$ cat src/rtl/byte_serial_adder_seq.sv
// byte_serial_adder_seq
//   Wide adder built from an external 8-bit ripple-carry stage. Operands are
//   latched on accept and streamed through the stage one byte per clock,
//   least-significant byte first, with the carry registered between bytes.
//   The result is then held on a valid/ready output until it is taken.
//
//   Optional feature: define SEQ_SUB_EN to enable subtraction (op_sub).
//   In that build a latched op_sub inverts the B bytes and forces the byte-0
//   carry-in to 1, so out_cout = 1 means "no borrow". Without the macro,
//   op_sub is ignored and only addition is performed.
//
// Ports
//   clk, rst            clock, synchronous active-high reset
//   in_valid/in_ready   request handshake (ready only in IDLE, low during rst)
//   in_a, in_b, in_cin  operands and carry into byte 0
//   op_sub              subtract request (SEQ_SUB_EN builds only)
//   out_valid/out_ready result handshake
//   out_sum, out_cout   result and carry out of the top byte (0 unless valid)
//   add_a/add_b/add_cin byte operands driven to the 8-bit adder (0 outside RUN)
//   add_sum/add_cout    combinational result of the 8-bit adder
module byte_serial_adder_seq #(
    parameter int NBYTES = 4
) (
    input  logic                clk,
    input  logic                rst,
    input  logic                in_valid,
    output logic                in_ready,
    input  logic [8*NBYTES-1:0] in_a,
    input  logic [8*NBYTES-1:0] in_b,
    input  logic                in_cin,
    input  logic                op_sub,
    output logic                out_valid,
    input  logic                out_ready,
    output logic [8*NBYTES-1:0] out_sum,
    output logic                out_cout,
    output logic [7:0]          add_a,
    output logic [7:0]          add_b,
    output logic                add_cin,
    input  logic [7:0]          add_sum,
    input  logic                add_cout
);

    localparam int W  = 8 * NBYTES;
    localparam int IW = (NBYTES > 1) ? $clog2(NBYTES) : 1;
    localparam logic [IW-1:0] LAST = IW'(NBYTES - 1);

    typedef enum logic [1:0] {
        IDLE = 2'd0,
        RUN  = 2'd1,
        DONE = 2'd2
    } state_t;

    // Latched request; the subtract flag only exists when the feature does.
    typedef struct packed {
        logic [W-1:0] a;
        logic [W-1:0] b;
        logic         cin;
`ifdef SEQ_SUB_EN
        logic         sub;
`endif
    } req_t;

    state_t          state, state_nxt;
    req_t            req;
    logic [W-1:0]    sum_reg;
    logic            carry_reg;
    logic [IW-1:0]   idx;
    logic            accept;
    logic            last;
    logic [7:0]      a_byte;
    logic [7:0]      b_byte;
    logic            cin0;

    assign accept = in_valid && in_ready;
    assign last   = (idx == LAST);

    // Current byte slices; idx never exceeds LAST so the select stays in range.
    assign a_byte = req.a[8*idx +: 8];

`ifdef SEQ_SUB_EN
    assign b_byte = req.sub ? ~req.b[8*idx +: 8] : req.b[8*idx +: 8];
    assign cin0   = req.sub ? 1'b1 : req.cin;
`else
    assign b_byte = req.b[8*idx +: 8];
    assign cin0   = req.cin;
    // op_sub has no function in this build; sink it so it is visibly unused.
    logic unused_op_sub;
    assign unused_op_sub = op_sub;
`endif

    // ------------------------------------------------------------------
    // State register
    // ------------------------------------------------------------------
    always_ff @(posedge clk) begin
        if (rst) begin
            state <= IDLE;
        end else begin
            state <= state_nxt;
        end
    end

    // ------------------------------------------------------------------
    // Next state and outputs
    // ------------------------------------------------------------------
    always_comb begin
        state_nxt = state;
        in_ready  = 1'b0;
        out_valid = 1'b0;
        out_sum   = '0;
        out_cout  = 1'b0;
        add_a     = 8'd0;
        add_b     = 8'd0;
        add_cin   = 1'b0;

        case (state)
            IDLE: begin
                // Ready is masked by rst so nothing is accepted into a reset.
                in_ready = !rst;
                if (accept) begin
                    state_nxt = RUN;
                end
            end
            RUN: begin
                add_a   = a_byte;
                add_b   = b_byte;
                add_cin = (idx == '0) ? cin0 : carry_reg;
                if (last) begin
                    state_nxt = DONE;
                end
            end
            DONE: begin
                out_valid = 1'b1;
                out_sum   = sum_reg;
                out_cout  = carry_reg;
                if (out_ready) begin
                    state_nxt = IDLE;
                end
            end
            default: begin
                state_nxt = IDLE;
            end
        endcase
    end

    // ------------------------------------------------------------------
    // Datapath: request capture and per-byte accumulation
    // ------------------------------------------------------------------
    always_ff @(posedge clk) begin
        if (rst) begin
            req       <= '0;
            sum_reg   <= '0;
            carry_reg <= 1'b0;
            idx       <= '0;
        end else begin
            case (state)
                IDLE: begin
                    if (accept) begin
                        req.a   <= in_a;
                        req.b   <= in_b;
                        req.cin <= in_cin;
`ifdef SEQ_SUB_EN
                        req.sub <= op_sub;
`endif
                        idx     <= '0;
                    end
                end
                RUN: begin
                    sum_reg[8*idx +: 8] <= add_sum;
                    carry_reg           <= add_cout;
                    // On the last byte idx is left alone; it is cleared on
                    // the next accept.
                    if (!last) begin
                        idx <= idx + 1'b1;
                    end
                end
                default: begin
                end
            endcase
        end
    end

endmodule
$ cat config.mk
export PLATFORM = sky130hd
export DESIGN_NAME = byte_serial_adder_seq
export DESIGN_NICKNAME = d
export VERILOG_FILES = /design/src/rtl/byte_serial_adder_seq.sv
export SDC_FILE = /design/constraint.sdc
export NUM_CORES = 1
export LEC_CHECK = 0
export ABC_AREA = 1
export CAP_MARGIN = 30
export CORE_ASPECT_RATIO = 1.2
export CORE_MARGIN = 3
export CORE_UTILIZATION = 40
export CTS_BUF_LIST = sky130_fd_sc_hd__clkbuf_8
export DETAILED_ROUTE_END_ITERATION = 10
export PLACE_DENSITY = 0.71
export SETUP_SLACK_MARGIN = 0.02
export SYNTH_ARGS = -nofsm -noshare
export SYNTH_HDL_FRONTEND = slang
export SYNTH_SLANG_ARGS = --single-unit
$ cat constraint.sdc
create_clock -name clk -period 2.2 [get_ports clk]
set_input_delay 0.44 -clock clk [delete_from_list [all_inputs] [get_ports clk]]
set_output_delay 0.44 -clock clk [all_outputs]
set_load 0.05 [all_outputs]
Yosys cells after proc, flatten, opt, wreduce, memory -nomap -nowiden
Cells that the tools add are included.
{"block": "totals", "inputBits": 79, "register_bits": 102, "out_inout_bits": 52}
{"block": "classes", "n_reduce_logical": 8, "addsub": 2, "shifts": 4, "mux": 16, "eq_ne": 7}
{"operator": "indexed part select 32 x 6 -> 8 bit", "n": 2}
{"operator": "negation 5 -> 34 bit", "n": 1}
{"operator": "variable shift 8 x 34 -> 32 bit, first input constant", "n": 1}
{"operator": "indexed part select 8 x 34 -> 32 bit", "n": 1}
{"operator": "bitwise mux 32 bit", "n": 1}
{"operator": "2-to-1 mux 32 bit", "n": 1}
{"operator": "2-to-1 mux 8 bit", "n": 2}
{"operator": "2-to-1 mux 2 bit", "n": 5}
{"operator": "!= test 2 bit, second input constant", "n": 4}
{"operator": "case mux 2 bit (3 select lines)", "n": 1}
{"operator": "AND reduction 3 bit", "n": 2}
{"operator": "2-to-1 mux 1 bit", "n": 5}
{"operator": "== test 2 bit, second input constant", "n": 2}
{"operator": "logical NOT 2 bit", "n": 2}
{"operator": "case mux 2 bit (2 select lines)", "n": 1}
{"operator": "adder 2 x 1 -> 2 bit, second input constant", "n": 1}
{"operator": "== test 2 x 1 -> 1 bit, second input constant", "n": 1}
{"operator": "AND reduction 2 bit", "n": 1}
{"operator": "nonzero test 2 bit", "n": 1}
{"operator": "logical AND 1 bit", "n": 1}
{"operator": "logical NOT 1 bit", "n": 1}

Longest topological paths before layout
{"block": "depth", "depth_word": 5, "mapped_depth": 9, "mapped_depth_nobuf": 7}

Least setup slack after synthesis
OpenSTA, ideal clock, no wires.
{"block": "synth_timing", "path_kind": "flip-flop to output port", "from": "register idx[0]", "to": "output add_cin", "arrival_time_ns": 2.284, "path_stages_with_launch": 9, "slack_ns": -0.524, "t_required_ns": 1.760, "n_path_buf": 4, "cell_sequence": "dfxtp_1 -> buf_4 -> inv_1 -> clkbuf_1 -> ha_1 -> buf_2 -> clkbuf_1 -> a21oi_1 -> nor2_1"}
{"block": "synth_between", "elab_chain_cells": 3}
{"item": "from (decl)", "line_no": "67", "text": "logic [IW-1:0] idx;"}
{"item": "from (signal assigned)", "line_no": "173", "text": "idx <= idx + 1'b1;"}
{"item": "logical NOT 2 bit", "line_no": "126", "text": "add_cin = (idx == '0) ? cin0 : carry_reg;"}
{"item": "2-to-1 mux 1 bit", "line_no": "126"}
{"item": "2-to-1 mux 1 bit", "line_no": "115", "text": "case (state)"}
{"item": "to (decl)", "line_no": "38", "text": "output logic add_cin,"}
Every way passes these cells.

Worst setup path in the final report
{"block": "layout_timing", "from": "register idx[0]", "to": "output add_a[0]"}
{"block": "layout_between", "elab_chain_cells": 2}
{"item": "indexed part select 32 x 6 -> 8 bit", "line_no": "78", "text": "assign a_byte = req.a[8*idx +: 8];"}
{"item": "2-to-1 mux 8 bit", "line_no": "115"}
{"item": "to (decl)", "line_no": "36", "text": "output logic [7:0] add_a,"}
Every way passes these cells.

==> run_results.csv <==
group,metric,value,unit
status,status,"finished clean",
die,initial_core_util,41.5,%
pwr,power,0.00382,W
place,dp_hpwl,9620,um
synth,ys_seq_area_share,42.0,%
run,drv_cap,0,
die,die_y,127,um
cts,numCtsBuffers,9,
place,dpl_cell_area,6550,um^2
worst_setup_path,path_cells,"buf_4, nor2_1, nor2_1, o21ai_0, a21oi_2, buf_4",
timing,fin_crit_sh,93.7,%
synth,ys_types,21,
pwr,p_int,0.00265,W
pwr,p_comb_share,19.7,%
worst_setup_path,cp.buffers_inverters,2,
detailed_routing,ant_nets,0,
timing,fmax,485,MHz
detailed_routing,drc,0,
worst_setup_path,reg2reg_depth,7,
global_routing,use_met3,2.85,%
worst_hold_path,min_path_cells,4,
detailed_routing,viasPerCell,5.02,
global_routing,grt_util_met2,34.5,%
finish,largest_register_ffs,64,
detailed_routing,first_pass_iters,4,
pwr,power.share.sequential,51.1,%
finish,layout_commonest_cell,"nand2_1",
finish,mostFrequentLayoutCells,"nand2_1 (136), nor2_1 (111), a21oi_1 (104)",
worst_setup_path,path_delay_family,"buffers and inverters",
worst_setup_path,cp.required,1.76,ns
cts,htree_levels,3,
worst_setup_path,criticalPathCategory,"register to output port",
cts,cts_sinks,102,
synth,yosysWarnings,0,
pwr,pwr_density_cell,563,nW/um^2
cts,cts_buffer_depth,2,
finish,syn2layout_area_growth,39.7,%
cts,path_clk_slew,0.10,ns
global_routing,use_met1,23.3,%
timing,slew_headroom,53.7,%
pwr,p_leak,2.34,nW
timing,tightestPinTransition,0.695,ns
worst_setup_path,path_max_fanout,12,
global_routing,grt.busiest_layer,"met2",
worst_setup_path,crit_path_start_kind,"register",
pwr,p_sw,0.00117,W
timing,setup_viol,0,
synth,synth_seq_cells,102,
die,rows,43,
timing,hold_viol_final,0,
finish,final_core_util,57.9,%
detailed_routing,drt_iter0_drc,282,
timing,setup_ws,0.138,ns
worst_setup_path,slowest_stage,"dfxtp_2",
die,die-area,13500,um^2
pwr,ir_worst_vdd,319,uV
global_routing,grt_use_total,19.3,%
finish,diodes,0,
global_routing,antenna_found_initial,0,
detailed_routing,routed_wl,13300,um
worst_setup_path,r2r-start,"idx[1]$_SDFFE_PP0P_",
die,die_x,107,um
global_routing,gr-total-overflow,0,
finish,stdcell_area,6800,um^2
cts,cts_hold_buf,0,
cts,cts_tree,"yes",
timing,setup_tns,0,ns
synth,syn-mean-instance-area,6.92,um^2
pwr,clkPwrFrac,29.2,%
timing,clock-skew-final,0.0109,ns
finish,drive_gt1_share,16.7,%
place,dpl_worst_slack,0.326,ns
worst_setup_path,crit_cells,6,
worst_setup_path,crit_arrival,1.62,ns
place,io_buffers,129,
global_routing,grt_pass1_vias,4611,
finish,final_net_count,895,
pwr,p_sw_share,30.7,%
timing,period_needed,2.06,ns
global_routing,grt_max_degree,66,
detailed_routing,wl_per_cell,13.7,um
worst_setup_path,startpoint,"idx[0]$_SDFFE_PP0P_",
worst_hold_path,min-delay-start,"rst",
worst_setup_path,critPathMaxStageDelay,0.40,ns
worst_setup_path,worst_setup_path_end_kind,"output port",
place,gp_congestion,0.844,
cts,post-cts-setup-buffer-count,0,
cts,clkLatencyLatePin,0.38,ns
synth,netlist_area,4860,um^2
worst_hold_path,hp-class,"input port to register",
cts,root_buffer,"clkbuf_8",
synth,synthCells,703,
die,ios,131,
die,coreArea,11700,um^2
timing,drv_slew,0,
detailed_routing,num_vias,4883,
timing,rsz0062_at_grt,"no",
synth,syn_nets,788,
global_routing,grt_first_pass_wirelength,21400,um
[kinds of logic (layout without fill, tap and decap cells)]
group,after synthesis,after routing,synth area share (%)
buffers and inverters,102,214,9.90
AO/OA/AOI/OAI,152,152,15.7
AND/OR/NAND/NOR,341,341,30.9
adder cells (fa/ha/maj),6,6,1.54
flip-flops,102,102,42.0
[area by class of cell]
| class | count | area (um^2) |
|---|---|---|
| Clock buffer | 9 | 124 |
| Clock inverter | 7 | 56.3 |
| Fill cell | 1148 | 4930 |
| Inverter | 51 | 196 |
| Multi-Input combinational cell | 499 | 2420 |
| Sequential cell | 102 | 2050 |
| Tap cell | 157 | 196 |
| Timing Repair Buffer | 147 | 1760 |
[tightest hold or removal path, delay by kind of cell]
kind	cells	cell delay [ns]
buffers and inverters	2	0.22
AND/OR/NAND/NOR	2	0.11
[power groups by stage]
stage / clock (W) / sequential, W / combinational, W
6_report: 0.00112 / 0.00195 / 0.000752
5_1_grt: 0.00120 / 0.00196 / 0.000828
4_1_cts: 0.00113 / 0.00195 / 0.000744
3_5_place_dp: 0 / 0.00199 / 0.000738
3_3_place_gp: 0 / 0.00199 / 0.000725
2_1_floorplan: 0 / 0.00198 / 0.000475
[metal layers]
layer / part of all wire (%) / routed length, um
met1: 43 / 5700
met2: 51 / 6730
met3: 4.9 / 658
met4: 1.6 / 215
met5: 0 / 0
[path summary, 6_finish.rpt]
kind,endpoint,slack [ns]
setup / recovery,add_a[0],0.14
hold / removal,idx[0]$_SDFFE_PP0P_,0.43
setup reg to reg,sum_reg[28]$_SDFFE_PP0P_,0.42
hold reg to reg,req[46]$_SDFFE_PP0P_,0.47
[cell usage after synthesis]
cell type	number	share of area [%]
nor3_1	8	0.82
clkbuf_1	15	1.2
o21ai_0	34	3.5
nor3_4	1	0.33
clkinv_1	1	0.077
nor2_1	118	9.1
buf_2	19	2.0
dfxtp_1	102	42
buf_4	6	0.93
ha_1	6	1.5
nand3_2	15	3.1
nor2_4	4	0.93
inv_1	48	3.7
o21a_1	1	0.15
buf_6	7	1.6
buf_1	4	0.31
nand3_1	58	6.0
a21oi_1	117	12
inv_2	2	0.15
nand2_1	136	10
or2_2	1	0.13
[through the flow]
| stage | hold slack, ns | instances |
|---|---|---|
| after floorplan | 0.440 | 703 |
| after global placement | 0.450 | 956 |
| after detailed placement | 0.454 | 956 |
| after CTS | 0.420 | 972 |
| after global routing | 0.443 | 972 |
| final | 0.429 | 972 |
[repair_timing]
action	4_1_cts	5_1_grt
setup endpoints to repair	50	46
resized for setup	9	19
gates cloned	0	0
endpoints found under the hold margin	0	0
No activity file was read; power rests on OpenSTA's default activity.
